--- src/rtl/lsu_mem_port.sv ---
// Load/store port between the M stage and the data-memory bus.
// One bus transaction per instruction; stalls the pipeline until ack or timeout.
module lsu_mem_port #(
  parameter int ACK_TIMEOUT = 0
) (
  input  logic        clk,
  input  logic        rst,
  input  logic        mem_read_m,
  input  logic        mem_write_m,
  input  logic [2:0]  funct3_m,
  input  logic [31:0] alu_result_m,
  input  logic [31:0] write_data_m,
  output logic        stall_m,
  output logic [31:0] read_data_m,
  output logic        misaligned_m,
  output logic        bus_err_m,
  output logic        bus_req,
  output logic        bus_we,
  output logic [31:0] bus_addr,
  output logic [3:0]  bus_be,
  output logic [31:0] bus_wdata,
  input  logic        bus_ack,
  input  logic [31:0] bus_rdata
);

  typedef enum logic [1:0] {
    IDLE = 2'd0,
    BUSY = 2'd1,
    DONE = 2'd2
  } state_e;

  localparam int CW =
    (ACK_TIMEOUT > 1) ? $clog2(ACK_TIMEOUT + 1) : 1;

  state_e state_q, state_d;

  logic [CW-1:0] cnt_q;
  logic          we_q;
  logic [31:0]   addr_q;
  logic [3:0]    be_q;
  logic [31:0]   wdata_q;
  logic [1:0]    lane_q;
  logic [2:0]    f3_q;
  logic [31:0]   rdata_q;
  logic          mis_q;
  logic          err_q;

  logic        req;
  logic [1:0]  sz;
  logic [1:0]  lane;
  logic        misal;
  logic        accept;
  logic        to_hit;
  logic [3:0]  be_new;
  logic [31:0] wdata_new;
  logic [7:0]  byte_sel;
  logic [15:0] half_sel;
  logic [31:0] fmt;

  assign req  = mem_read_m | mem_write_m;
  assign sz   = funct3_m[1:0];
  assign lane = alu_result_m[1:0];

  assign misal = (sz == 2'b01 && lane[0]) ||
                 (sz[1] && lane != 2'b00);

  assign accept = (state_q == IDLE) && req && !misal;

  assign to_hit = (ACK_TIMEOUT > 0) &&
                  (cnt_q == CW'(ACK_TIMEOUT - 1));

  always_comb begin
    be_new    = 4'b1111;
    wdata_new = write_data_m;
    unique case (1'b1)
      (sz == 2'b00): begin
        be_new    = 4'b0001 << lane;
        wdata_new = {4{write_data_m[7:0]}};
      end
      (sz == 2'b01): begin
        be_new    = lane[1] ? 4'b1100 : 4'b0011;
        wdata_new = {2{write_data_m[15:0]}};
      end
      sz[1]: begin
        be_new    = 4'b1111;
        wdata_new = write_data_m;
      end
    endcase
  end

  assign byte_sel = bus_rdata[{lane_q, 3'b000} +: 8];
  assign half_sel = bus_rdata[{lane_q[1], 4'b0000} +: 16];

  always_comb begin
    fmt = bus_rdata;
    case (f3_q)
      3'b000:  fmt = {{24{byte_sel[7]}}, byte_sel};
      3'b001:  fmt = {{16{half_sel[15]}}, half_sel};
      3'b100:  fmt = {24'd0, byte_sel};
      3'b101:  fmt = {16'd0, half_sel};
      default: fmt = bus_rdata;
    endcase
  end

  always_ff @(posedge clk) begin
    if (rst) state_q <= IDLE;
    else     state_q <= state_d;
  end

  always_comb begin
    state_d = state_q;
    unique case (state_q)
      IDLE:    if (accept) state_d = BUSY;
      BUSY:    if (bus_ack || to_hit) state_d = DONE;
      DONE:    state_d = IDLE;
      default: state_d = IDLE;
    endcase
  end

  always_comb begin
    bus_req = (state_q == BUSY);
    stall_m = accept || (state_q == BUSY);
  end

  always_ff @(posedge clk) begin
    if (rst) begin
      cnt_q   <= '0;
      we_q    <= 1'b0;
      addr_q  <= '0;
      be_q    <= '0;
      wdata_q <= '0;
      lane_q  <= '0;
      f3_q    <= '0;
      rdata_q <= '0;
      mis_q   <= 1'b0;
      err_q   <= 1'b0;
    end else begin
      mis_q <= (state_q == IDLE) && req && misal;
      err_q <= (state_q == BUSY) && !bus_ack && to_hit;
      if (state_q == BUSY) cnt_q <= cnt_q + CW'(1);
      else                 cnt_q <= '0;
      if (accept) begin
        we_q    <= mem_write_m;
        addr_q  <= {alu_result_m[31:2], 2'b00};
        be_q    <= be_new;
        wdata_q <= wdata_new;
        lane_q  <= lane;
        f3_q    <= funct3_m;
      end
      if ((state_q == IDLE) && req && misal) begin
        rdata_q <= '0;
      end else if (state_q == BUSY) begin
        if (bus_ack) begin
          if (!we_q) rdata_q <= fmt;
        end else if (to_hit) begin
          rdata_q <= '0;
        end
      end
    end
  end

  assign read_data_m  = rdata_q;
  assign misaligned_m = mis_q;
  assign bus_err_m    = err_q;
  assign bus_we       = we_q;
  assign bus_addr     = addr_q;
  assign bus_be       = be_q;
  assign bus_wdata    = wdata_q;

endmodule

--- config.mk ---
export PLATFORM = sky130hd
export DESIGN_NAME = lsu_mem_port
export DESIGN_NICKNAME = d
export VERILOG_FILES = /design/src/rtl/lsu_mem_port.sv
export SDC_FILE = /design/constraint.sdc
export NUM_CORES = 1
export LEC_CHECK = 0
export CAP_MARGIN = 40
export CORE_UTILIZATION = 45
export DETAILED_ROUTE_END_ITERATION = 8
export PLACE_DENSITY_LB_ADDON = 0.1
export SLEW_MARGIN = 20
export SYNTH_ARGS = -nofsm -noshare
export SYNTH_HDL_FRONTEND = slang
export SYNTH_SLANG_ARGS = --single-unit
--- constraint.sdc ---
create_clock -name clk -period 3.1 [get_ports clk]
set_clock_uncertainty 0.15 [all_clocks]
set_input_delay 0.465 -clock clk [delete_from_list [all_inputs] [get_ports clk]]
set_output_delay 0.465 -clock clk [all_outputs]
set_load 0.05 [all_outputs]
---- Word-level counts from Yosys, hierarchy flattened ----
Index checks and enable logic that the tools add are counted.
Widths: inputs -> output; s select.
operators by class
  add/sub/neg operators ................... 0
  $mul .................................... 0
  divide/modulo/power cells ............... 0
  magnitude comparators ................... 0
  equal/unequal tests ..................... 7
  shift-type cells ........................ 3
  multiplexer cells ....................... 7
  bitwise logic cells ..................... 2
  reductions and logical operators ........ 15
operators by type and width
  kind                 count
  $pmux 32 s4          1
  $pmux 32 s3          1
  $shiftx 32x6->16     1
  $shiftx 32x6->8      1
  $pmux 4 s3           1
  $eq 3x3->1 const B   2
  $logic_and 1x1->1    5
  $eq 2x1->1 const B   2
  $logic_not 2->1      2
  $mux 2               2
  $mux 4               1
  $pmux 2 s2           1
  $shl 1x2->4 const A  1
  $eq 3x1->1 const B   1
  $logic_not 3->1      1
  $reduce_and 3->1     1
  $logic_or 1x1->1     2
  $ne 2x1->1 const B   1
  $ne 2x2->1 const B   1
  $reduce_and 2->1     1
  $reduce_bool 2->1    1
  $reduce_or 2->1      1
  $logic_not 1->1      1
  $not 1->1            1
  $or 1x1->1           1
word-level totals
  flip-flop bits (word level) ............. 107
  bits in latches ......................... 0
  RAM bits ................................ 0
  memory bits (read-only) ................. 0
  word-level logic and storage cells ...... 43
  memories kept ........................... 0

---- Depth between registers and ports, before layout ----
  word-level depth ........................ 7
  gate-level depth with buffers ........... 7
  gate-level depth less buffers ........... 4

---- Worst setup path before layout ----
No wires, ideal clock.
  path type ............................... reg-to-reg
  start point ............................. reg state_q[0]
  end point ............................... reg rdata_q[20], in the netlist read_data_m[20]
  data arrival time ....................... 2.082 ns
  data required time ...................... 2.824 ns
  path slack .............................. 0.742 ns
  cell stages (with the launch flop) ...... 6
  buffers on the path ..................... 1
  clock period less this slack ............ 2.358 ns
  path through ............................ dfxtp_1 -> nor2b_1 -> nand3b_1 -> a31oi_2 -> buf_6 -> a211oi_2
on the way
  elaborated cells on any way between the ends .. 6
  those cells by class .................... 1 x eq/ne; 5 x reduce/logical
RTL lines
  element                            RTL line  source
  from (decl)                        35        state_e state_q, state_d;
  from (signal assigned)             107       else state_q <= state_d;
  $eq 2x1->1                         n/a
  net bus_req                        17        output logic bus_req,
  $reduce_and 3->1 (no source line)  n/a
  to (signal assigned)               154       if (!we_q) rdata_q <= fmt;
  to (decl)                          44        logic [31:0] rdata_q;
The timed path passes the listed nets, and every way through them passes these cells.
A chain may end at the register's enable or synchronous reset.

---- Worst setup path after layout ----
  start point ............................. reg state_q[0]
  end point ............................... out bus_req
on the way
  cells in the longest elaborated chain, start to end .. 1
RTL lines
  element     RTL line  source
  $eq 2x1->1  121       bus_req = (state_q == BUSY);
  to (decl)   17
Every way passes these cells.

==> impl_metrics.json <==
{
  "ff_latch_area_sq_um": 2140,
  "drc": 0,
  "cts.sinks": 107,
  "synth-edff-count": 0,
  "finalHoldViolCount": 0,
  "avgSynthCellArea_sq_um": 8.01,
  "post-route-min-period_ns": 2.58,
  "ios": 209,
  "holdPathStages": 3,
  "io_buffers": 205,
  "p_clk_share_pct": 23.2,
  "ctsHoldBuffers": 0,
  "path_cells": "nor2b_1 > clkdlybuf4s50_1",
  "worstPathRequired_ns": 2.48,
  "yosys.area.top_type": "dfxtp_1",
  "cp_data_arrival_time_ns": 1.97,
  "synth_top_family_by_area": "compound AO/OA/AOI/OAI gates",
  "hold-path-endpoint": "state_q[1]$_SDFFE_PP0P_",
  "worstSetupPathType": "reg2out",
  "synth-xor-area-share_pct": 0,
  "yosys.area_share.simple_pct": 19.8,
  "post_cts_buffers": 0,
  "gp_congestion": 0.870,
  "wl_per_cell_um": 16.0,
  "cts.path.max_buffers": 2,
  "htreeDepth": 3,
  "yosys_warnings": 0,
  "synth_cell_types": 44,
  "synth_top_area_share_pct": 44.5,
  "synth_most_common_cell": "nand2_1",
  "critPathMaxFanout": 5,
  "synth_compound_area_share_pct": 23.9,
  "overflow": 0,
  "crit_cells": 2,
  "ys_ff_latch": 107,
  "wl_mm": 14.7,
  "tightest_slew_ns": 0.758,
  "grt_max_degree": 75,
  "die_width_um": 105,
  "reg2reg_depth": 4,
  "worst_path_max_delay_cell": "clkdlybuf4s50_1",
  "clk_latency_ns": 0.37,
  "ir_drop_mv": 0.281,
  "regToRegStartpoint": "f3_q[0]$_SDFFE_PP0P_",
  "die_y_um": 105,
  "root_buffer": "clkbuf_8",
  "initial_core_util_pct": 46.4,
  "synthArstFlopShare_pct": 0,
  "status": "complete, no violations",
  "rsz0062_at_grt": "no",
  "p_comb_share_pct": 32.5,
  "cpPeakStageDelay_ns": 0.89,
  "core-area_sq_um": 10400,
  "seq_area_frac_synth_pct": 44.5,
  "synth_fa_ha_area_share_pct": 0,
  "firstDrtPassIters": 5,
  "syn_inst": 601,
  "cap_viol_max_count": 0,
  "stdcell_count": 923,
  "powerDensity_nw_per_um2": 485,
  "antenna_found_initial": 1,
  "dpl.hpwl_mm": 10.8,
  "synth_common_cells": "nand2_1, dfxtp_1, a21oi_1, nor2_1",
  "clk_pin_slew_ns": 0.11,
  "cp-start-kind": "register",
  "avgViaCountPerCell": 5.38,
  "setup_tns_ns": 0,
  "switching_share_pct": 36.4,
  "fill_cells": 862,
  "cts_tree": "done",
  "path_delay_family": "buffers and inverters",
  "multi_input_comb_area_sq_um": 2420,
  "min_period_over_period_pct": 83.3,
  "maxSlewViolCount": 0,
  "relSlewSlack_pct": 49.4,
  "finalSetupViolations": 0,
  "vias": 4970,
  "grt_usage_pct": 26.4,
  "rows": 37,
  "p_int_mw": 2.21,
  "area_delta_synth_final_pct": 48.8,
  "cp-end-kind": "output port",
  "grt_pass1_vias": 4571,
  "synth_area_leaders": "dfxtp_1, nand2_1, a21oi_1",
  "seqPwrFrac_pct": 44.3,
  "ys.flop_type": "dfxtp_1",
  "grt_pass1_wl_mm": 23.3,
  "hold_start": "rst",
  "path_buf_inv": 1,
  "r2r_setup_slack_ns": 0.94,
  "drtIter0Drc": 311,
  "r2r-end": "read_data_m[1]$_SDFFE_PP0P_",
  "die_area_sq_um": 11100,
  "dp.cells": 906,
  "p_sw_mw": 1.26,
  "fin_nets": 885,
  "worstHoldPathType": "in2reg",
  "max_freq_ghz": 0.387,
  "leakagePower_nw": 2.59,
  "cts_resized": 0,
  "muxShareOfSynthArea_pct": 5.61,
  "drive_gt1_share_pct": 6.49,
  "syn-cell-area_sq_um": 4810,
  "ant_nets": 0,
  "cts_buffers": 9
}
## state kept, by name (all words and copies together), names as in the netlist
register	flops
lane_q	2
f3_q	3
misaligned_m	1
state_q	2
bus_addr	30
read_data_m	32
bus_we	1
bus_wdata	32
bus_be	4
## tightest hold or removal path, cell delays in order
cell and delay [ns]:
buf_2 0.09, inv_1 0.07, and3_1 0.16
## per-layer routing
| metal | GRT usage [%] | wire length [um] | up-vias |
|---|---|---|---|
| met5 | 0 | 0 | - |
| li1 | - | - | 2423 |
| met2 | 40.8 | 6840 | 228 |
| met4 | 11.1 | 379 | 0 |
| met1 | 35.5 | 6210 | 2289 |
| met3 | 5.69 | 1310 | 30 |
## kinds of logic after synthesis
family                 Yosys count
flip-flops                     107
AND/OR/NAND/NOR                235
multiplexers                    27
AO/OA/AOI/OAI                  165
other                            1
buffers and inverters           66
## cell type report
type                            count  area share [%]
Sequential cell                   107            29.9
Antenna cell                        1          0.0349
Timing Repair Buffer              219            30.6
Multi-Input combinational cell    430            33.8
Inverter                           14           0.734
Tap cell                          136            2.38
Clock buffer                        9            1.73
Clock inverter                      7           0.786
## power by group through the flow
stage	clock, mW	combinational, mW	sequential, mW
after floorplan	0	0.369	1.88
after global placement	0	1.11	1.56
after detailed placement	0	1.12	1.57
after CTS	0.822	1.13	1.54
after global routing	0.889	1.19	1.55
final	0.806	1.13	1.54
## per-stage QoR
stage | cell area (sq um) | power, mW | hold slack, ns | setup slack, ns | util, %
floorplan | 4820 | 2.25 | 0.315 | 0.742 | -
global placement | 6970 | 2.67 | 0.291 | 0.493 | 67.2
detailed placement | 6980 | 2.69 | 0.298 | 0.434 | 67.3
CTS | 7160 | 3.49 | 0.286 | 0.483 | 69.0
global route | 7160 | 3.63 | 0.291 | 0.388 | 69.1
finish | 7160 | 3.47 | 0.298 | 0.518 | 69.1
## cells in the final DEF, fill, tap and decap left out, drive strengths merged, types with 9 or more instances in the layout
cell type / count
o22ai: 10
a21oi: 68
nor2: 59
mux2i: 27
buf: 16
dfxtp: 107
inv: 17
nand2: 151
clkbuf: 9
clkdlybuf4s50: 203
a311oi: 10
a211oi: 28
o21ai: 17
## how the worst max path moves through the flow
stage / from / end
final: state_q[0]$_SDFFE_PP0P_ / bus_req
after global routing: state_q[0]$_SDFFE_PP0P_ / bus_req
after CTS: state_q[0]$_SDFFE_PP0P_ / bus_req
after detailed placement: alu_result_m[0] / bus_wdata[12]$_SDFFE_PP0P_
after global placement: bus_rdata[7] / read_data_m[30]$_SDFFE_PP0P_
after floorplan: state_q[0]$_SDFFE_PP0P_ / read_data_m[20]$_SDFFE_PP0P_
Power figures use the tool's default switching activity.
